===== src/rtl/cdb_mul_broadcaster_if.sv =====
// Issue and CDB signal bundle between a reservation station/arbiter and the
// multiply-then-broadcast unit.
interface cdb_mul_broadcaster_if #(
    parameter int WIDTH = 16
);
    logic             issue_valid;
    logic             issue_ready;
    logic [2:0]       issue_tag;
    logic [WIDTH-1:0] issue_vj;
    logic [WIDTH-1:0] issue_vk;
    logic             issue_op;
    logic             cdb_req;
    logic             cdb_grant;
    logic             cdb_valid;
    logic [2:0]       cdb_tag;
    logic [WIDTH-1:0] CDB;
    logic             tag_err;

    modport master (
        output issue_valid, issue_tag, issue_vj, issue_vk, issue_op, cdb_grant,
        input  issue_ready, cdb_req, cdb_valid, cdb_tag, CDB, tag_err
    );

    modport slave (
        input  issue_valid, issue_tag, issue_vj, issue_vk, issue_op, cdb_grant,
        output issue_ready, cdb_req, cdb_valid, cdb_tag, CDB, tag_err
    );
endinterface


===== src/rtl/cdb_mul_broadcaster.sv =====
// Fixed-latency unsigned multiplier feeding a FIFO of tagged results that
// are broadcast on the CDB one per grant, in acceptance order.
module cdb_mul_broadcaster #(
    parameter int WIDTH  = 16,
    parameter int LAT    = 3,
    parameter int QDEPTH = 4
) (
    input logic                    Clock,
    input logic                    Resetn,
    cdb_mul_broadcaster_if.slave   bus
);
    localparam int PW = $clog2(QDEPTH);
    localparam int CW = PW + 1;
    localparam logic [CW:0] QD = (CW+1)'(QDEPTH);

    logic [LAT-1:0]                r_vld_pipe;
    logic [LAT-1:0][2:0]           r_tag_pipe;
    logic [LAT-1:0][WIDTH-1:0]     r_res_pipe;
    logic [QDEPTH-1:0][2:0]        r_q_tag;
    logic [QDEPTH-1:0][WIDTH-1:0]  r_q_data;
    logic [PW-1:0]                 r_wptr, r_rptr;
    logic [CW-1:0]                 r_count, r_inflight;
    logic                          r_tag_err;

    logic [CW:0]                   w_occ;
    logic                          w_try, w_acc, w_push, w_pop, w_req;
    logic [2*WIDTH-1:0]            w_prod;
    logic [WIDTH-1:0]              w_res;

    // Reservation counts every in-flight op, so the pipeline never needs to stall
    assign w_occ  = {1'b0, r_count} + {1'b0, r_inflight};
    assign bus.issue_ready = (w_occ < QD);

    assign w_try  = bus.issue_valid & bus.issue_ready;
    assign w_acc  = w_try & (bus.issue_tag != 3'd0);
    assign w_prod = {{WIDTH{1'b0}}, bus.issue_vj} * {{WIDTH{1'b0}}, bus.issue_vk};
    assign w_res  = bus.issue_op ? w_prod[2*WIDTH-1:WIDTH] : w_prod[WIDTH-1:0];

    assign w_push = r_vld_pipe[LAT-1];
    assign w_req  = (r_count != '0);
    assign w_pop  = w_req & bus.cdb_grant;

    assign bus.cdb_req   = w_req;
    assign bus.cdb_valid = w_pop;
    assign bus.cdb_tag   = w_req ? r_q_tag[r_rptr]  : 3'd0;
    assign bus.CDB       = w_req ? r_q_data[r_rptr] : '0;
    assign bus.tag_err   = r_tag_err;

    always_ff @(posedge Clock or negedge Resetn) begin
        if (!Resetn) begin
            r_vld_pipe <= '0;
            r_tag_pipe <= '0;
            r_res_pipe <= '0;
        end else begin
            r_vld_pipe[0] <= w_acc;
            r_tag_pipe[0] <= bus.issue_tag;
            r_res_pipe[0] <= w_res;
            for (int i = 1; i < LAT; i++) begin
                r_vld_pipe[i] <= r_vld_pipe[i-1];
                r_tag_pipe[i] <= r_tag_pipe[i-1];
                r_res_pipe[i] <= r_res_pipe[i-1];
            end
        end
    end

    always_ff @(posedge Clock or negedge Resetn) begin
        if (!Resetn) begin
            r_inflight <= '0;
            r_count    <= '0;
            r_wptr     <= '0;
            r_rptr     <= '0;
            r_q_tag    <= '0;
            r_q_data   <= '0;
            r_tag_err  <= 1'b0;
        end else begin
            case ({w_acc, w_push})
                2'b10:   r_inflight <= r_inflight + 1'b1;
                2'b01:   r_inflight <= r_inflight - 1'b1;
                default: r_inflight <= r_inflight;
            endcase
            case ({w_push, w_pop})
                2'b10:   r_count <= r_count + 1'b1;
                2'b01:   r_count <= r_count - 1'b1;
                default: r_count <= r_count;
            endcase
            if (w_push) begin
                r_q_tag[r_wptr]  <= r_tag_pipe[LAT-1];
                r_q_data[r_wptr] <= r_res_pipe[LAT-1];
                r_wptr           <= r_wptr + 1'b1;
            end
            if (w_pop)
                r_rptr <= r_rptr + 1'b1;
            if (w_try && bus.issue_tag == 3'd0)
                r_tag_err <= 1'b1;
        end
    end

    a_no_overflow: assert property (@(posedge Clock) disable iff (!Resetn)
        !(w_push && !w_pop && r_count == CW'(QDEPTH)));
endmodule


===== src/flat_wrapper.sv =====
// flat-port wrapper written by rule: the top's interface ports become plain ports
module cdb_mul_broadcaster_flat 
#(
    parameter int WIDTH  = 16,
    parameter int LAT    = 3,
    parameter int QDEPTH = 4
)
  (Clock, Resetn, bus_issue_valid, bus_issue_tag, bus_issue_vj, bus_issue_vk, bus_issue_op, bus_cdb_grant, bus_issue_ready, bus_cdb_req, bus_cdb_valid, bus_cdb_tag, bus_CDB, bus_tag_err);
  cdb_mul_broadcaster_if #(.WIDTH(WIDTH)) bus_i ();
  input logic Clock;
  input logic Resetn;
  input wire logic [$bits(bus_i.issue_valid)-1:0] bus_issue_valid;
  input wire logic [$bits(bus_i.issue_tag)-1:0] bus_issue_tag;
  input wire logic [$bits(bus_i.issue_vj)-1:0] bus_issue_vj;
  input wire logic [$bits(bus_i.issue_vk)-1:0] bus_issue_vk;
  input wire logic [$bits(bus_i.issue_op)-1:0] bus_issue_op;
  input wire logic [$bits(bus_i.cdb_grant)-1:0] bus_cdb_grant;
  output wire logic [$bits(bus_i.issue_ready)-1:0] bus_issue_ready;
  output wire logic [$bits(bus_i.cdb_req)-1:0] bus_cdb_req;
  output wire logic [$bits(bus_i.cdb_valid)-1:0] bus_cdb_valid;
  output wire logic [$bits(bus_i.cdb_tag)-1:0] bus_cdb_tag;
  output wire logic [$bits(bus_i.CDB)-1:0] bus_CDB;
  output wire logic [$bits(bus_i.tag_err)-1:0] bus_tag_err;
  assign bus_i.issue_valid = bus_issue_valid;
  assign bus_i.issue_tag = bus_issue_tag;
  assign bus_i.issue_vj = bus_issue_vj;
  assign bus_i.issue_vk = bus_issue_vk;
  assign bus_i.issue_op = bus_issue_op;
  assign bus_i.cdb_grant = bus_cdb_grant;
  assign bus_issue_ready = bus_i.issue_ready;
  assign bus_cdb_req = bus_i.cdb_req;
  assign bus_cdb_valid = bus_i.cdb_valid;
  assign bus_cdb_tag = bus_i.cdb_tag;
  assign bus_CDB = bus_i.CDB;
  assign bus_tag_err = bus_i.tag_err;
  cdb_mul_broadcaster #(.WIDTH(WIDTH), .LAT(LAT), .QDEPTH(QDEPTH)) u_core (.Clock(Clock), .Resetn(Resetn), .bus(bus_i));
endmodule

===== config.mk =====
export PLATFORM = sky130hd
export DESIGN_NAME = cdb_mul_broadcaster_flat
export DESIGN_NICKNAME = d
export VERILOG_FILES = /design/src/rtl/cdb_mul_broadcaster_if.sv /design/src/rtl/cdb_mul_broadcaster.sv /design/src/flat_wrapper.sv
export SDC_FILE = /design/constraint.sdc
export NUM_CORES = 1
export LEC_CHECK = 0
export CORE_ASPECT_RATIO = 0.7
export CORE_MARGIN = 2
export CORE_UTILIZATION = 55
export DETAILED_ROUTE_END_ITERATION = 8
export PLACE_DENSITY = 0.85
export SETUP_SLACK_MARGIN = 0.4
export SYNTH_ARGS = -nofsm -noshare
export SYNTH_HDL_FRONTEND = slang
export SYNTH_SLANG_ARGS = --single-unit

===== constraint.sdc =====
create_clock -name Clock -period 2.15 [get_ports Clock]
set_input_delay 0.3225 -clock Clock [delete_from_list [all_inputs] [get_ports Clock]]
set_output_delay 0.3225 -clock Clock [all_outputs]
set_load 0.02 [all_outputs]

Yosys cells after proc, flatten, opt, wreduce, memory -nomap -nowiden
Index checks and enable logic that the tools add are counted.
{"block": "totals", "reg_bits": 147, "in_bits": 40, "out_inout_bits": 23, "word_cells": 61}
{"block": "op_classes", "add_sub_neg": 7, "mul": 1, "order_cmp": 4, "n_eq_ne": 4, "mux": 15, "bitwise_logic": 3, "n_reduce_logical": 7}
{"cell": "bitwise mux 64 bit", "count": 1}
{"cell": "2-to-1 mux 16 bit", "count": 4}
{"cell": "binary-select mux 16 bit (select 2 bit)", "count": 1}
{"cell": "demux 16 bit (select 2 bit)", "count": 1}
{"cell": "multiplier 16 x 16 -> 32 bit", "count": 1}
{"cell": "bitwise mux 12 bit", "count": 1}
{"cell": "one-hot mux 3 bit (2 select lines)", "count": 2}
{"cell": "2-to-1 mux 3 bit", "count": 3}
{"cell": "adder 3 x 1 -> 3 bit, second input constant", "count": 2}
{"cell": "binary-select mux 3 bit (select 2 bit)", "count": 1}
{"cell": "demux 3 bit (select 2 bit)", "count": 1}
{"cell": "less-than comparator 2 x 3 -> 1 bit, second input constant", "count": 2}
{"cell": "nonzero test 3 bit", "count": 2}
{"cell": "subtractor 3 x 1 -> 3 bit, second input constant", "count": 2}
{"cell": "adder 2 x 1 -> 2 bit, second input constant", "count": 2}
{"cell": "adder 3 x 3 -> 4 bit", "count": 1}
{"cell": "equality test 2 x 1 -> 1 bit, second input constant", "count": 2}
{"cell": "equality test 2 bit, second input constant", "count": 2}
{"cell": "less-than comparator 4 x 3 -> 1 bit, second input constant", "count": 1}
{"cell": "nonzero test 2 bit", "count": 2}
{"cell": "AND 1 bit", "count": 3}
{"cell": "zero test 3 bit", "count": 1}
{"cell": ">= comparator 2 x 1 -> 1 bit, second input constant", "count": 1}
{"cell": "logical AND 1 bit", "count": 2}

Longest topological paths before layout
{"block": "logic_depth", "ltp_word": 6, "mapped_depth": 21, "mapped_depth_nobuf": 20}

Least setup slack after synthesis
No wires, ideal clock.
{"block": "synth_timing", "kind": "input to register", "startpoint": "in bus_issue_vj[11]", "endpoint": "reg u_core.r_res_pipe[15] (netlist bit)", "setup_ns": 0.124, "arrival_time_ns": 5.590, "t_required_ns": 2.026, "setup_slack_ns": -3.564, "stages": 18, "n_path_buf": 1, "cell_sequence": "clkbuf_1 nand2_1 fa_1 fa_1 inv_1 fa_1 fa_1 fa_1 inv_1 fa_1 inv_1 ha_1 a21o_1 a211o_1 a221oi_4 nor4b_1 o31a_1 o31a_1"}
{"block": "synth_via", "elab_chain_len": 2}
{"element": "start, declared", "line": "flat_wrapper.sv:14", "text": "input wire logic [$bits(bus_i.issue_vj)-1:0] bus_issue_vj;"}
{"element": "multiplier 16 x 16 -> 32 bit", "line": "cdb_mul_broadcaster.sv:36", "text": "assign w_prod = {{WIDTH{1'b0}}, bus.issue_vj} * {{WIDTH{1'b0}}, bus.issue_vk};"}
{"element": "2-to-1 mux 16 bit", "line": "cdb_mul_broadcaster.sv:37", "text": "assign w_res = bus.issue_op ? w_prod[2*WIDTH-1:WIDTH] : w_prod[WIDTH-1:0];"}
{"element": "net u_core.w_res[15]", "line": "cdb_mul_broadcaster.sv:28", "text": "logic [WIDTH-1:0] w_res;"}
{"element": "end signal, assigned by index", "line": "cdb_mul_broadcaster.sv:61", "text": "r_res_pipe[i] <= r_res_pipe[i-1];"}
{"element": "end, declared", "line": "cdb_mul_broadcaster.sv:18", "text": "logic [LAT-1:0][WIDTH-1:0] r_res_pipe;"}
The timed path passes the listed nets, and every way through them passes these cells.
A chain may end at the register's enable or synchronous reset.

Final worst setup path
{"block": "layout_timing", "startpoint": "in bus_issue_vk[5]", "endpoint": "reg u_core.r_res_pipe[5] (netlist bit)"}
{"block": "layout_via", "elab_chain_len": 2}
{"element": "start, declared", "line": "flat_wrapper.sv:15", "text": "input wire logic [$bits(bus_i.issue_vk)-1:0] bus_issue_vk;"}
{"element": "multiplier 16 x 16 -> 32 bit", "line": "cdb_mul_broadcaster.sv:36"}
{"element": "2-to-1 mux 16 bit", "line": "cdb_mul_broadcaster.sv:37"}
{"element": "net u_core.w_res[5]", "line": "cdb_mul_broadcaster.sv:28"}
The timed path passes the listed nets, and every way through them passes these cells.

==> impl_results.md <==
- Status: complete, but fails checks
- Failing checks: negative setup slack
- CP peak stage delay: 0.68 ns
- Core area: 25700 um^2
- Worst skew pair latency: 0.44 ns
- Worst setup SP type: input port
- Max_slew headroom: 0.422
- RePlAce Congestion: around 0.96
- Die height: approximately 140 um
- Clk_skew: 0.00979 ns
- Area Growth Syn to Fin: 39.0%
- Via count: approximately 14000
- Row count: around 50
- Crit path max fanout: 6
- Hold Path Origin: u_core.r_res_pipe[2]
- Clk root buf: clkbuf_16
- Drt drc: 0
- Port Buf Inserts: 62
- Largest family of logic cells by synthesized area: adder cells
- # clock sinks: 147
- Most numerous cell in the Yosys netlist: inv_1
- Die width: 197 um
- Die area: approximately 27000 um^2
- Syn. warnings: 0
- Post-Syn Nets: ~1700
- Vias per cell: about 6.6
- CTS buffer count: 17
- Share of layout cells above drive strength 1: 0.410
- Setup ws final: -3.68 ns
- M3 GR Usage: 0.0802
- Initial antenna violation count: 4
- Tmin final: slightly below 6 ns
- Hold Path Class: reg -> reg
- Final Hold Viols: 0
- Initial cell density of the core: 0.559
- Slew @ Worst Pin: about 0.86 ns
- Synth cell types: 59
- Post-synth EDFFs: 0
- Synthesized netlist cell count: roughly 1400
- Tcrit/Tclk final: 2.71
- Crit-path cells: buf_12, buf_8, buf_6, and2_4, fa_1, inv_1, fa_1, inv_1, fa_1, fa_2, fa_1, inv_1, fa_1, inv_2, ha_4, buf_6, a211oi_4, o211ai_1, buf_4, a21oi_4, a21oi_2, xnor2_2, o21ai_1
- Post-synthesis adder-cell area fraction: 0.371
- Synth Area in Compound Gates: 0.0556
- Largest net degree at the start of global routing: 57
- Post-synth ARST share: 1.00
- Initial DRC count: slightly above 2000
- WS Path Type: in -> reg
- H-tree Lvls: 4
- Setup WS pre-CTS: -4.09 ns
- Synth Area in Simple Gates: 0.138
- RSZ-0062 raised after global routing: yes
- Ports: 63
- Total grt overflow: 0
- Synthesized area per cell: between 10 and 15 um^2
- Post-synth top area share: 0.273
- Worst reg2reg startpoint: u_core.r_count[1]
- GR Util All Layers: 0.350
- Sequential fraction of the synthesis area: 0.256
- TritonCTS clock tree: yes
- Mapped Area: around 14000 um^2
- Clock Tree Buf Depth: 2
- Gr busiest metal: met2
- DRT antenna net count: 0
- Post-synthesis mux area share: 0.0922
- Synth Flop Type: dfrtp_1
- Clk slew on worst S/H paths: ~0.07 ns
- Xor-xnor portion of the synthesized cell area: 0.0140
- Grt met2 use: 0.570
- Final WL: 58800 um
- Post-synth top cells: inv_1, fa_1, nand2_1
- Routed length per placed instance: approximately 28 um
- Critical path launch point: bus_issue_vk[5]
- Met1 Use GR: 0.447
- Count of final setup violators: 40
- Worst Path Arrival: 6.13 ns
- Cell accounting for the most synthesized area: fa_1
- Synth Register Bits: 147
- Critical Path End Type: flop
- CP required: between 2 and 2.5 ns
- Slew Limit Fails: 0
- Area contributors post-synth: fa_1, dfrtp_1, ha_1
- Max_cap viols: 0
- Number of global-route vias before repair: about 14000
- Max frequency: approximately 170 MHz
- HPWL after detailed placement: about 29000 um
- Worst path slowest cell: fa_1
- First-pass GRT wire length: between 70000 and 80000 um
- CP dominant cell by count: fa_1
- DRT Pass-1 Iters: 8
- Final #Nets: about 2100
==> final timing paths <==
path                                         endpoint  slack [ns]  cells after the start
max in group asynchronous        u_core.r_inflight[2]        0.98                      3
worst min-delay path            u_core.r_res_pipe[18]        0.35                      0
min in group asynchronous         u_core.r_q_data[28]        0.44                      2
worst max register to register   u_core.r_inflight[2]       -0.33                     11
worst max-delay path             u_core.r_res_pipe[5]       -3.68                     23
worst min register to register  u_core.r_res_pipe[18]        0.35                      0
==> worst max-delay path, delay by kind of cell <==
family | cells | cell delay [ns]
AND/OR/NAND/NOR | 1 | 0.16
AO/OA/AOI/OAI | 5 | 0.87
XOR/XNOR | 1 | 0.28
adder cells (fa/ha/maj) | 7 | 3.44
buffers and inverters | 9 | 1.01
==> registers in the layout (all words and copies together) (netlist names), 3 cells and up <==
signal and cells:
u_core.r_tag_pipe 9, u_core.r_vld_pipe 3, u_core.r_q_data 64, u_core.r_q_tag 12, u_core.r_res_pipe 48, u_core.r_count 3
u_core.r_inflight 3
==> cell usage in the layout (no fill, tap or decap), types with 6 or more instances in the layout <==
cell type,count
and2_1,101
mux4_2,19
and2_4,38
nand2_2,15
inv_1,209
and4_4,6
dfrtp_1,145
clkbuf_16,18
clkdlybuf4s50_1,8
buf_2,10
buf_8,8
ha_1,90
o21ai_1,6
a21o_1,7
clkbuf_2,8
ha_4,21
fa_1,183
a21oi_2,8
buf_4,238
fa_2,13
xor2_1,8
buf_12,18
nand2_1,156
o21ai_0,8
nor2_1,15
buf_6,101
a21oi_1,19
inv_2,24
mux2_2,76
o21a_1,9
xnor2_1,8
o211ai_1,6
==> logic make-up after synthesis <==
| kind of cell | after synthesis |
|---|---|
| fa+ha+maj | 308 |
| flops | 147 |
| mux | 99 |
| compound gates | 114 |
| simple gates | 392 |
| xor+xnor | 23 |
| buf+inv | 281 |
==> repair_timing <==
| action | CTS | global route |
|---|---|---|
| cloned | 1 | 1 |
| setup buffers | 76 | 36 |
| resized for setup | 413 | 127 |
| hold endpoints to repair | 54 | 0 |
| pin swaps | 115 | 100 |
| setup endpoints to repair | 43 | 44 |
| hold buffers | 1 | 0 |
==> metrics by stage <==
| stage | utilization | std cells | hold slack [ns] | TNS [ns] | cell area [um^2] |
|---|---|---|---|---|---|
| 6_report | 0.777 | 2080 | 0.350 | -62.34 | 20000 |
| 5_1_grt | 0.777 | 2077 | 0.360 | -63.43 | 20000 |
| 4_1_cts | 0.749 | 2040 | 0.346 | -52.09 | 19300 |
| 3_5_place_dp | 0.672 | 1931 | 0.316 | -64.59 | 17300 |
| 3_3_place_gp | 0.672 | 1931 | 0.311 | -62.06 | 17300 |
| 2_1_floorplan | - | 1364 | 0.0269 | -48.51 | 14700 |
==> final cells by class <==
| class | instances | area (um^2) |
|---|---|---|
| sequential | 147 | 3680 |
| timing repair buffer | 399 | 3690 |
| antenna | 3 | 7.51 |
| clock inverter | 13 | 209 |
| fill | 1192 | 5720 |
| tap | 331 | 414 |
| inverter | 233 | 875 |
| multi-input combinational | 936 | 10700 |
| clock buffer | 18 | 439 |
==> metal layers <==
metal  vias up  part of all wire
met1      6634              0.33
met2      1449              0.43
met5         -                 0
met4         0             0.096
li1       5103                 -
met3       569              0.15
Power is left out: the tool's default activity adds up to more than one toggle a clock period on the data nets, which glitch-free logic cannot reach.
